[src/rtl/alu_ctrl_seq_pkg.sv]
// Shared types and constants for the ALU control sequencer.
// Holds the opcode enum, FSM state codes, instruction-field constants and
// a small decode helper used by the sequencer top.
package alu_ctrl_seq_pkg;

  localparam int unsigned PC_W_DEF = 10;
  localparam int unsigned INSTR_W  = 9;
  localparam int unsigned CMD_W    = 7;
  localparam int unsigned FLAG_W   = 3;
  localparam int unsigned REG_W    = 2;
  localparam int unsigned IMM_W    = 8;
  localparam int unsigned STATE_W  = 3;

  // Major opcode, instruction bits [8:6]
  typedef enum logic [2:0] {
    OP_ADD = 3'b000,
    OP_BEQ = 3'b001,
    OP_SB  = 3'b010,
    OP_LBU = 3'b011,
    OP_XOR = 3'b100,
    OP_OR  = 3'b101,
    OP_AND = 3'b110,
    OP_SRL = 3'b111
  } op_e;

  // Sequencer state codes
  localparam logic [STATE_W-1:0] S_IDLE      = 3'd0;
  localparam logic [STATE_W-1:0] S_FETCH     = 3'd1;
  localparam logic [STATE_W-1:0] S_DECODE    = 3'd2;
  localparam logic [STATE_W-1:0] S_EXEC      = 3'd3;
  localparam logic [STATE_W-1:0] S_MEM       = 3'd4;
  localparam logic [STATE_W-1:0] S_FETCH_IMM = 3'd5;
  localparam logic [STATE_W-1:0] S_LI_EXEC   = 3'd6;
  localparam logic [STATE_W-1:0] S_HALT      = 3'd7;

  // ADD/MOV with this sub-field is the first word of a two-word load-immediate
  localparam logic [1:0]         LI_SUB     = 2'b11;
  localparam logic [INSTR_W-1:0] HALT_INSTR = 9'h1FF;

  // True when the word is the opcode word of a load-immediate pair
  function automatic logic is_li(input logic [INSTR_W-1:0] w);
    return (op_e'(w[8:6]) == OP_ADD) && (w[1:0] == LI_SUB);
  endfunction

endpackage

[src/rtl/alu_ctrl_seq_flag_reg.sv]
// ALU flag register {carry, zero, parity}.
// Ports:
//   clk, rst_n : clock and synchronous active-low clear
//   clr        : synchronous clear (used when a new program run starts)
//   ld         : load enable, captures d at the rising edge
//   d          : incoming ALU flags
//   q          : registered flags
module alu_flag_reg
  import alu_ctrl_seq_pkg::*;
(
  input  logic              clk,
  input  logic              rst_n,
  input  logic              clr,
  input  logic              ld,
  input  logic [FLAG_W-1:0] d,
  output logic [FLAG_W-1:0] q
);

  // Clear has priority over load
  always_ff @(posedge clk) begin
    if (!rst_n) begin
      q <= '0;
    end else if (clr) begin
      q <= '0;
    end else if (ld) begin
      q <= d;
    end
  end

endmodule

[src/rtl/alu_ctrl_seq.sv]
// Multi-cycle control sequencer for the 8-bit ALU.
// Fetches 9-bit words from a synchronous instruction ROM, decodes them and
// drives the ALU controls, resolves BEQ, sequences SB/LBU through a
// data-memory req/ack handshake and expands two-word LI into one write.
// Ports:
//   clk, rst_n            : clock, synchronous active-low reset
//   start                 : begin a run at PC 0 (accepted in IDLE/HALT only)
//   imem_addr, imem_data  : instruction ROM address / read data (1-cycle latency)
//   alu_cmd, ALUSrc, li   : ALU operation, immediate select, LI qualifier
//   regDst, imm, sc_i     : destination register, immediate, carry-in
//   alu_sc_o/zero/pari    : ALU result flags
//   rf_we                 : register-file write strobe
//   dm_req, dm_we, dm_ack : data-memory handshake
//   flags                 : {carry, zero, parity}
//   done                  : high while halted
module alu_ctrl_seq
  import alu_ctrl_seq_pkg::*;
#(
  parameter int unsigned PC_W = PC_W_DEF
) (
  input  logic               clk,
  input  logic               rst_n,
  input  logic               start,
  output logic [PC_W-1:0]    imem_addr,
  input  logic [INSTR_W-1:0] imem_data,
  output logic [CMD_W-1:0]   alu_cmd,
  output logic               ALUSrc,
  output logic               li,
  output logic [REG_W-1:0]   regDst,
  output logic [IMM_W-1:0]   imm,
  output logic               sc_i,
  input  logic               alu_sc_o,
  input  logic               alu_zero,
  input  logic               alu_pari,
  output logic               rf_we,
  output logic               dm_req,
  output logic               dm_we,
  input  logic               dm_ack,
  output logic [FLAG_W-1:0]  flags,
  output logic               done
);

  logic [STATE_W-1:0] state, state_nxt;
  logic [PC_W-1:0]    pc, pc_nxt;
  logic [INSTR_W-1:0] ir, ir_nxt;
  logic               flag_ld;
  logic               flag_clr;
  op_e                op;
  logic [PC_W-1:0]    br_off;
  logic [PC_W-1:0]    pc_beq;

  assign op = op_e'(ir[8:6]);

  // pc already points past the BEQ word, so step back one before adding the offset
  assign br_off = PC_W'($signed(ir[5:0]));
  assign pc_beq = pc - PC_W'(1) + br_off;

  // Flag register; cleared whenever a new run is accepted
  alu_flag_reg u_flags (
    .clk   (clk),
    .rst_n (rst_n),
    .clr   (flag_clr),
    .ld    (flag_ld),
    .d     ({alu_sc_o, alu_zero, alu_pari}),
    .q     (flags)
  );

  assign sc_i = flags[2];

  // Next-state, PC/IR update and output decode
  always_comb begin
    state_nxt = state;
    pc_nxt    = pc;
    ir_nxt    = ir;
    flag_ld   = 1'b0;
    flag_clr  = 1'b0;
    imem_addr = pc;
    alu_cmd   = '0;
    ALUSrc    = 1'b0;
    li        = 1'b0;
    regDst    = '0;
    imm       = '0;
    rf_we     = 1'b0;
    dm_req    = 1'b0;
    dm_we     = 1'b0;
    done      = 1'b0;

    case (state)
      S_IDLE: begin
        if (start) begin
          state_nxt = S_FETCH;
          pc_nxt    = '0;
          flag_clr  = 1'b1;
        end
      end

      S_FETCH: begin
        state_nxt = S_DECODE;
      end

      S_DECODE: begin
        ir_nxt = imem_data;
        pc_nxt = pc + PC_W'(1);
        if (imem_data == HALT_INSTR) begin
          state_nxt = S_HALT;
        end else if (is_li(imem_data)) begin
          state_nxt = S_FETCH_IMM;
        end else begin
          state_nxt = S_EXEC;
        end
      end

      S_EXEC: begin
        alu_cmd = {ir[8:6], ir[3:0]};
        regDst  = ir[5:4];
        case (op)
          OP_BEQ: begin
            // ALU result 1 (zero flag low) means the compare matched
            if (!alu_zero) begin
              pc_nxt = pc_beq;
            end
            state_nxt = S_FETCH;
          end
          OP_SB, OP_LBU: begin
            state_nxt = S_MEM;
          end
          default: begin
            rf_we     = 1'b1;
            flag_ld   = 1'b1;
            state_nxt = S_FETCH;
          end
        endcase
      end

      S_MEM: begin
        alu_cmd = {ir[8:6], ir[3:0]};
        regDst  = ir[5:4];
        dm_req  = 1'b1;
        dm_we   = (op == OP_SB);
        if (dm_ack) begin
          rf_we     = (op == OP_LBU);
          state_nxt = S_FETCH;
        end
      end

      S_FETCH_IMM: begin
        state_nxt = S_LI_EXEC;
      end

      S_LI_EXEC: begin
        // Immediate word arrives from the ROM this cycle and goes straight to the ALU
        imm       = imem_data[IMM_W-1:0];
        ALUSrc    = 1'b1;
        li        = 1'b1;
        regDst    = ir[5:4];
        rf_we     = 1'b1;
        pc_nxt    = pc + PC_W'(1);
        state_nxt = S_FETCH;
      end

      S_HALT: begin
        done = 1'b1;
        if (start) begin
          state_nxt = S_FETCH;
          pc_nxt    = '0;
          flag_clr  = 1'b1;
        end
      end

      default: begin
        state_nxt = S_IDLE;
      end
    endcase
  end

  // State, PC and instruction registers
  always_ff @(posedge clk) begin
    if (!rst_n) begin
      state <= S_IDLE;
      pc    <= '0;
      ir    <= '0;
    end else begin
      state <= state_nxt;
      pc    <= pc_nxt;
      ir    <= ir_nxt;
    end
  end

endmodule
[config.mk]
export PLATFORM = sky130hd
export DESIGN_NAME = alu_ctrl_seq
export DESIGN_NICKNAME = d
export VERILOG_FILES = /design/src/rtl/alu_ctrl_seq_pkg.sv /design/src/rtl/alu_ctrl_seq_flag_reg.sv /design/src/rtl/alu_ctrl_seq.sv
export SDC_FILE = /design/constraint.sdc
export NUM_CORES = 1
export LEC_CHECK = 0
export CAP_MARGIN = 20
export CORE_ASPECT_RATIO = 1.1
export CORE_MARGIN = 5
export CORE_UTILIZATION = 23
export DETAILED_ROUTE_END_ITERATION = 16
export PLACE_DENSITY = 0.45
export SKIP_CTS_REPAIR_TIMING = 1
export SLEW_MARGIN = 20
export SYNTH_ARGS = -nofsm -noshare
export SYNTH_HDL_FRONTEND = slang
export SYNTH_HIERARCHICAL = 1
export SYNTH_SLANG_ARGS = --single-unit
[constraint.sdc]
create_clock -name clk -period 3.1 [get_ports clk]
set_clock_uncertainty 0.1 [all_clocks]
set_input_delay 0.62 -clock clk [delete_from_list [all_inputs] [get_ports clk]]
set_output_delay 0.62 -clock clk [all_outputs]
set_load 0.005 [all_outputs]
==> summary.txt <==
Drt
  – DRT antenna net count: 0
  – Iteration-0 DRC Markers: 110
  – Pre-antenna DRT Iters: 4
  – WL final: 6310 um
  – Routed WL per cell: 14.4 um
  – Via count: 2079
  – Via/cell ratio: 4.75
  – DRC viols: 0

Setup path
  – Reg2Reg Launch Point: imem_addr[1]
  – Setup crit start: state[2]
  – Crit path DAT: 2.22 ns
  – Crit path max-delay cell type: clkdlybuf4s50_1
  – WP data required: 2.38 ns
  – Crit Path Category: reg -> out
  – Crit path launch type: flop
  – Worst-path maximum fanout: 9
  – Worst Setup End Kind: primary output
  – Reg2reg path depth: 9
  – Max incr delay on CP: 0.51 ns
  – Critical path cell sequence: inv_1 > or3_1 > o21ai_1 > and2_1 > clkdlybuf4s50_1

STA
  – Max Clock Freq: 341 MHz
  – Worst-margin pin slew: 0.666 ns
  – Hold slack: 0.391 ns
  – Crit path time final: 2.94 ns
  – Worst rel slew slack: 55.3%
  – Final hold violation count: 0
  – Final worst slack: 0.164 ns
  – Tcrit/Tclk final: 94.7%
  – Final Setup Violations: 0
  – TNS Setup: 0 ns
  – Fin. max-slew vios: 0
  – RSZ-0062 raised after global routing: false

Clock tree
  – CTS tree: built
  – Htree depth: 1
  – Clock sinks: 25
  – CTS Buffer Depth: 2
  – CTS Buf Count: 3
  – Root buffer cell: clkbuf_8
  – Skew-Pair Late Insertion Delay: 0.27 ns
  – CTS clk-pin slew, worst paths: 0.09 ns

Final layout
  – Antenna cell count: 0
  – Ratio of cells with drive above 1 in the final layout: 4.94%
  – Nets: 360
  – Post-route cell area: 2780 um2
  – Fillers: 935
  – Area growth syn-to-layout: 33.4%
  – Fin util: 31.3%

Synthesis
  – Yosys warns: 6
  – Post-synth EDFFs: 0
  – Primary FF master, synth: dfxtp_1
  – Post-synthesis sequential area ratio: 24.1%
  – Yosys reg bits: 25
  – Post-Synthesis Cells: 273
  – FFs w/ async S/R, synth: 0%
  – Netlist Area Pre-Place: 2080 um2
  – Net Count, Synth: 308
  – Syn Area/Cell: 7.62 um2
  – Count of different cell masters after synthesis: 52

Placement
  – Routability Congestion: 0.793
  – Placed cell area: 2730 um2
  – # port buffers: 52
  – Pre-CTS WS: 0.468 ns
  – Post-detail-place hpwl: 4890 um

Global routing
  – GRT Total Usage: 11.5%
  – GRT overflow: 0
  – Initial antenna violation count: 0
  – First-pass GRT wire length: 10100 um
  – Largest net degree at the start of global routing: 18
  – Vias in the first global route: 2007

Run
  – Max Cap Violations: 0

Hold path
  – WHS Path Cells: 2
  – Hold crit path type: reg -> reg
  – Hold Startpoint: ir[5]

Floorplan
  – Die width: 101 um
  – Starting Density: 23.4%
  – Die H: 110 um
  – IO Pins: 53
  – Die area: 11100 um2
  – Row Count: 36
  – Core Area: 8870 um2

Power and ir drop
  – VDD IR max: 0.213 mV
  – Cell Pwr Density: 734 nW/um2
  – Pleak: 1.09 nW

Run status
  – Status: finished, final reports clean
## synthesized netlist by cell type (all sizes together), types with 2 or more instances
cell	n	share of area, %
nand2b	4	1.2
o32ai	2	0.84
a41oi	2	0.84
o21a	3	1.1
and4	2	0.84
a211oi	3	1.1
o21ai	8	1.9
nor3	6	1.7
nand2	30	5.4
nor2b	4	1.2
dfxtp	25	24
mux2i	3	1.4
and2	17	5.1
ha	18	11
a21oi	13	3.1
nand3	6	1.4
a21o	3	1.1
clkbuf	6	1.1
and3	7	2.3
o221ai	4	1.7
xor2	2	0.84
inv	36	6.5
buf	7	2.5
o31ai	2	0.72
a2bb2oi	2	0.84
nor2	12	2.2
a221o	2	0.96
nand4	4	1.2
a31oi	3	0.90
or3	5	1.5
a21boi	11	4.0
xnor2	5	2.1
o2111ai	2	0.84
## routing by layer
metal  vias up  wire (um)  global-route usage (%)  share of wire (%)
met5         -          0                       0                  0
met4         0         49                    2.12               0.78
met3         6        244                    2.28                3.9
met2        53       2920                    18.6                 46
met1       957       3100                    15.9                 49
li1       1063          -                       -                  -
## report_power, final
part / leakage, nW / total [mW] / switching, mW / internal, mW
registers: 0.204 / 0.482 / 0.0912 / 0.391
clock network: 0.0228 / 0.201 / 0.109 / 0.0922
logic: 0.867 / 1.35 / 0.737 / 0.616
## worst max-delay path, delay by kind of cell (launching register included)
| kind | cells | cell delay (ns) |
|---|---|---|
| AND/OR/NAND/NOR | 2 | 0.63 |
| buffers and inverters | 2 | 0.59 |
| AO/OA/AOI/OAI | 1 | 0.38 |
| flip-flops | 1 | 0.35 |
## state kept, by name, indices dropped and copies added, names as in the netlist
register	flops
imem_addr	10
u_flags/q	3
state	3
ir	9
## through the flow
| step | instances | total power [mW] |
|---|---|---|
| 2_1_floorplan | 273 | 1.41 |
| 3_3_place_gp | 434 | 1.83 |
| 3_5_place_dp | 434 | 1.84 |
| 4_1_cts | 438 | 2.05 |
| 5_1_grt | 438 | 2.25 |
| 6_report | 438 | 2.04 |
## cells in the final DEF, fill, tap and decap left out, types with 3 or more instances in the layout
cell,count
nand2_1,30
mux2i_1,3
a21boi_0,11
nor2b_1,4
a21oi_1,13
o21ai_0,7
xnor2_1,5
a31oi_1,3
nor3_1,5
clkdlybuf4s50_1,52
or3_1,5
inv_1,36
buf_4,8
o221ai_1,4
o21a_1,3
and2_1,17
ha_1,18
dfxtp_1,24
nor2_1,12
nand3_1,6
and3_1,6
nand2b_1,4
a21o_1,3
clkbuf_8,3
nand4_1,4
a211oi_1,3
## path summary, 6_finish.rpt
kind | end | slack [ns]
worst max register to register | imem_addr[9] | 0.43
worst min-delay path | ir[5] | 0.39
worst min register to register | ir[5] | 0.39
worst max-delay path | alu_cmd[3] | 0.16
## cell families (layout without fill, tap and decap cells)
logic type	Yosys count	after routing	synth area share, %
AO/OA/AOI/OAI	71	71	24.8
XOR/XNOR	7	7	2.95
adder cells (fa/ha/maj)	19	19	11.8
buffers and inverters	49	100	10.1
flip-flops	25	25	24.1
multiplexers	3	3	1.44
AND/OR/NAND/NOR	99	99	24.9
## area by class of cell
cell class                      count  area (um2)  area share, %
Multi-Input combinational cell    199        1370           49.4
Timing Repair Buffer               60         581           20.9
Sequential cell                    25         502           18.1
Tap cell                          114         143           5.14
Inverter                           36         135           4.87
Clock buffer                        4        45.0           1.62
Note: power is estimated with default switching activity, not from simulation.
==> patch, RTL diff (config.mk and constraints unchanged) <==
Register the output `flags`, cleared by the reset; this adds one clock of latency there. The other outputs are not delayed to match. Comments in the files are not updated.
--- a/src/rtl/alu_ctrl_seq.sv
+++ b/src/rtl/alu_ctrl_seq.sv
@@ -42,2 +42,4 @@
 
+  logic [FLAG_W-1:0] flags_d;
+
   logic [STATE_W-1:0] state, state_nxt;
@@ -64,6 +66,6 @@
     .d     ({alu_sc_o, alu_zero, alu_pari}),
-    .q     (flags)
+    .q     (flags_d)
   );
 
-  assign sc_i = flags[2];
+  assign sc_i = flags_d[2];
 
@@ -188,2 +190,10 @@
 
+  always_ff @(posedge clk) begin
+    if (!rst_n) begin
+      flags <= '0;
+    end else begin
+      flags <= flags_d;
+    end
+  end
+
 endmodule
Check against the original RTL: not equivalent (a bounded check fails within 10 cycles, from zero or initial values and one cycle with rst_n low).
==> patch against the original RTL <==
  * First-iteration DRC count shrank 27%
  * Synthesized area is 6.7% higher
  * Critical endpoint is now rf_we
  * Largest power group unchanged
  * Core utilization is 0.28 points lower
  * Setup slack improved by 26 ps
  * Combinational power fell by 25%
  * Sequential cell count rose by 3
  * Power down 17%
  * Non-clock buffer count is the same
  * Critical path type unchanged
  * Design area grew 5.0%
  * Highest routed layer unchanged
  * Routed wire length grew 8.1%
==> patch: results (changes against the original RTL) <==
outcome=finished, final reports clean; Reg2Reg Setup Slack=390 ps (-40 ps); CTS Buf Count=3 (unchanged); Largest register FFs=10 (unchanged); vias in the first global route=2,196 (+9.4%); Worst Path Arrival=2190 ps (-30 ps); Critical path origin=state[2]$_SDFFE_PN0P_; DP Cell Count=449 (+3.5%); share of cells above drive strength 1=0.0776 (+0.0282); Rel. slew slack=0.575 (+0.0217); prevailing post-synth register cell=dfxtp_1; asr flop ratio synth=0 (unchanged); All-Layer GR Usage=0.116 (+0.00102); port buffer count=52 (unchanged); dpl cell area=0.00287 mm2 (+5.2%); H-tree depth=1 (unchanged); Hold Slack=374 ps (-17.0 ps); synth warn=6 (unchanged); Commonest cells post-synth=35 x inv_1, 28 x dfxtp_1, 23 x nand2_1; Peak supply drop=0.000192 V (-10%); final wirelength=6830 um (+8.1%); Slowest-stage cell, CP=dfxtp_1; syn_nets=320 (+3.9%); Hold Crit Class=reg2reg; sequential share of the synthesized area=0.252 (+0.0119); largest cells by area after synthesis=dfxtp_1 25%, ha_1 10%, inv_1 5.9%; crit path max fanout=12 (+3); antenna violations before repair=0 (unchanged); number of diodes=0 (unchanged); GRT Residual Overflow=0 (unchanged); DRT iter0 DRCs=80 (-27%); CP max stage delay=560 ps (+50 ps); worst-skew pair later-pin latency=280 ps; first-pass GRT wire length=11,300 um (+12%); post-synth cell types=57 (+9.6%); worst hold path startpoint=u_flags/q[0]$_SDFFE_PP0P_; clk slew on worst S/H paths=100 ps; drt via density=4.76 (+0.26%); Layout Nets=372 (+3.3%); crit share post-route=0.939 (-0.00831); 1st-pass router iterations=4 (unchanged); Reg2Reg Launch Point=imem_addr[1]$_SDFFE_PN0P_; GPL Wtd Cong=0.767 (-3.3%); Post-Syn Area per Cell=7.79 um2 (+2.2%); leakage=1.14 nW (+4.4%); fill count=1,021 (+9.2%); maximum clock path buffer count=2 (unchanged); CTS root buffer=clkbuf_8; WL/cell=15.1 um (+4.8%); largest net degree at the start of global routing=23 (+5); DP HPWL=5230 um (+7.1%)
patch: cell count changes in the layout (fill, tap and decap cells not counted), sizes merged, moves of 4 or more:
cell,unedited run,this run
o21ai,8,20
nand2b,4,8
and2,17,9
a21oi,13,23
o221ai,4,0
nand2,30,23
nor2,12,16
or3,5,0
a21boi,11,2
a221oi,1,5
and3,7,11
patch: final cells by class:
type / count / area (um2) / share of cell area
Clock buffer: 3 / 41.3 / 0.0142
Inverter: 35 / 131 / 0.0451
Multi-Input combinational cell: 209 / 1450 / 0.499
Sequential cell: 28 / 561 / 0.192
Tap cell: 117 / 146 / 0.0503
Timing Repair Buffer: 60 / 581 / 0.199
patch: final timing paths:
check                                    to  cells after the start
setup / recovery                      rf_we                      5
setup reg to reg  imem_addr[7]$_SDFFE_PN0P_                     10
hold / removal          flags[0]$_SDFF_PN0_                      1
hold reg to reg         flags[0]$_SDFF_PN0_                      1
patch: cell families (layout without fill, tap and decap cells):
family / Yosys count / count (layout) / share of synthesized area
compound gates: 81 / 81 / 0.246
xor+xnor: 7 / 7 / 0.0276
fa+ha+maj: 19 / 19 / 0.110
buf+inv: 48 / 98 / 0.0935
simple gates: 97 / 97 / 0.248
mux: 5 / 5 / 0.0225
flops: 28 / 28 / 0.252
patch: power by group:
group          switching, mW  leakage (nW)  internal, mW
sequential            0.0664         0.228         0.406
combinational          0.531         0.893         0.481
clock                  0.125        0.0216        0.0877
patch: worst max-delay path, delay by kind of cell (launching register included):
kind / cells / cell delay, ps
AO/OA/AOI/OAI: 1 / 350
flip-flops: 1 / 560
AND/OR/NAND/NOR: 3 / 550
buffers and inverters: 1 / 450
patch: routing by layer:
layer | wire length (um) | global-route usage | vias to the layer above | share of wire
li1 | - | - | 1101 | -
met4 | 44 | 0.0216 | 0 | 0.0064
met5 | 0 | 0 | - | 0
met2 | 3110 | 0.190 | 53 | 0.46
met1 | 3300 | 0.157 | 993 | 0.48
met3 | 371 | 0.0285 | 4 | 0.054
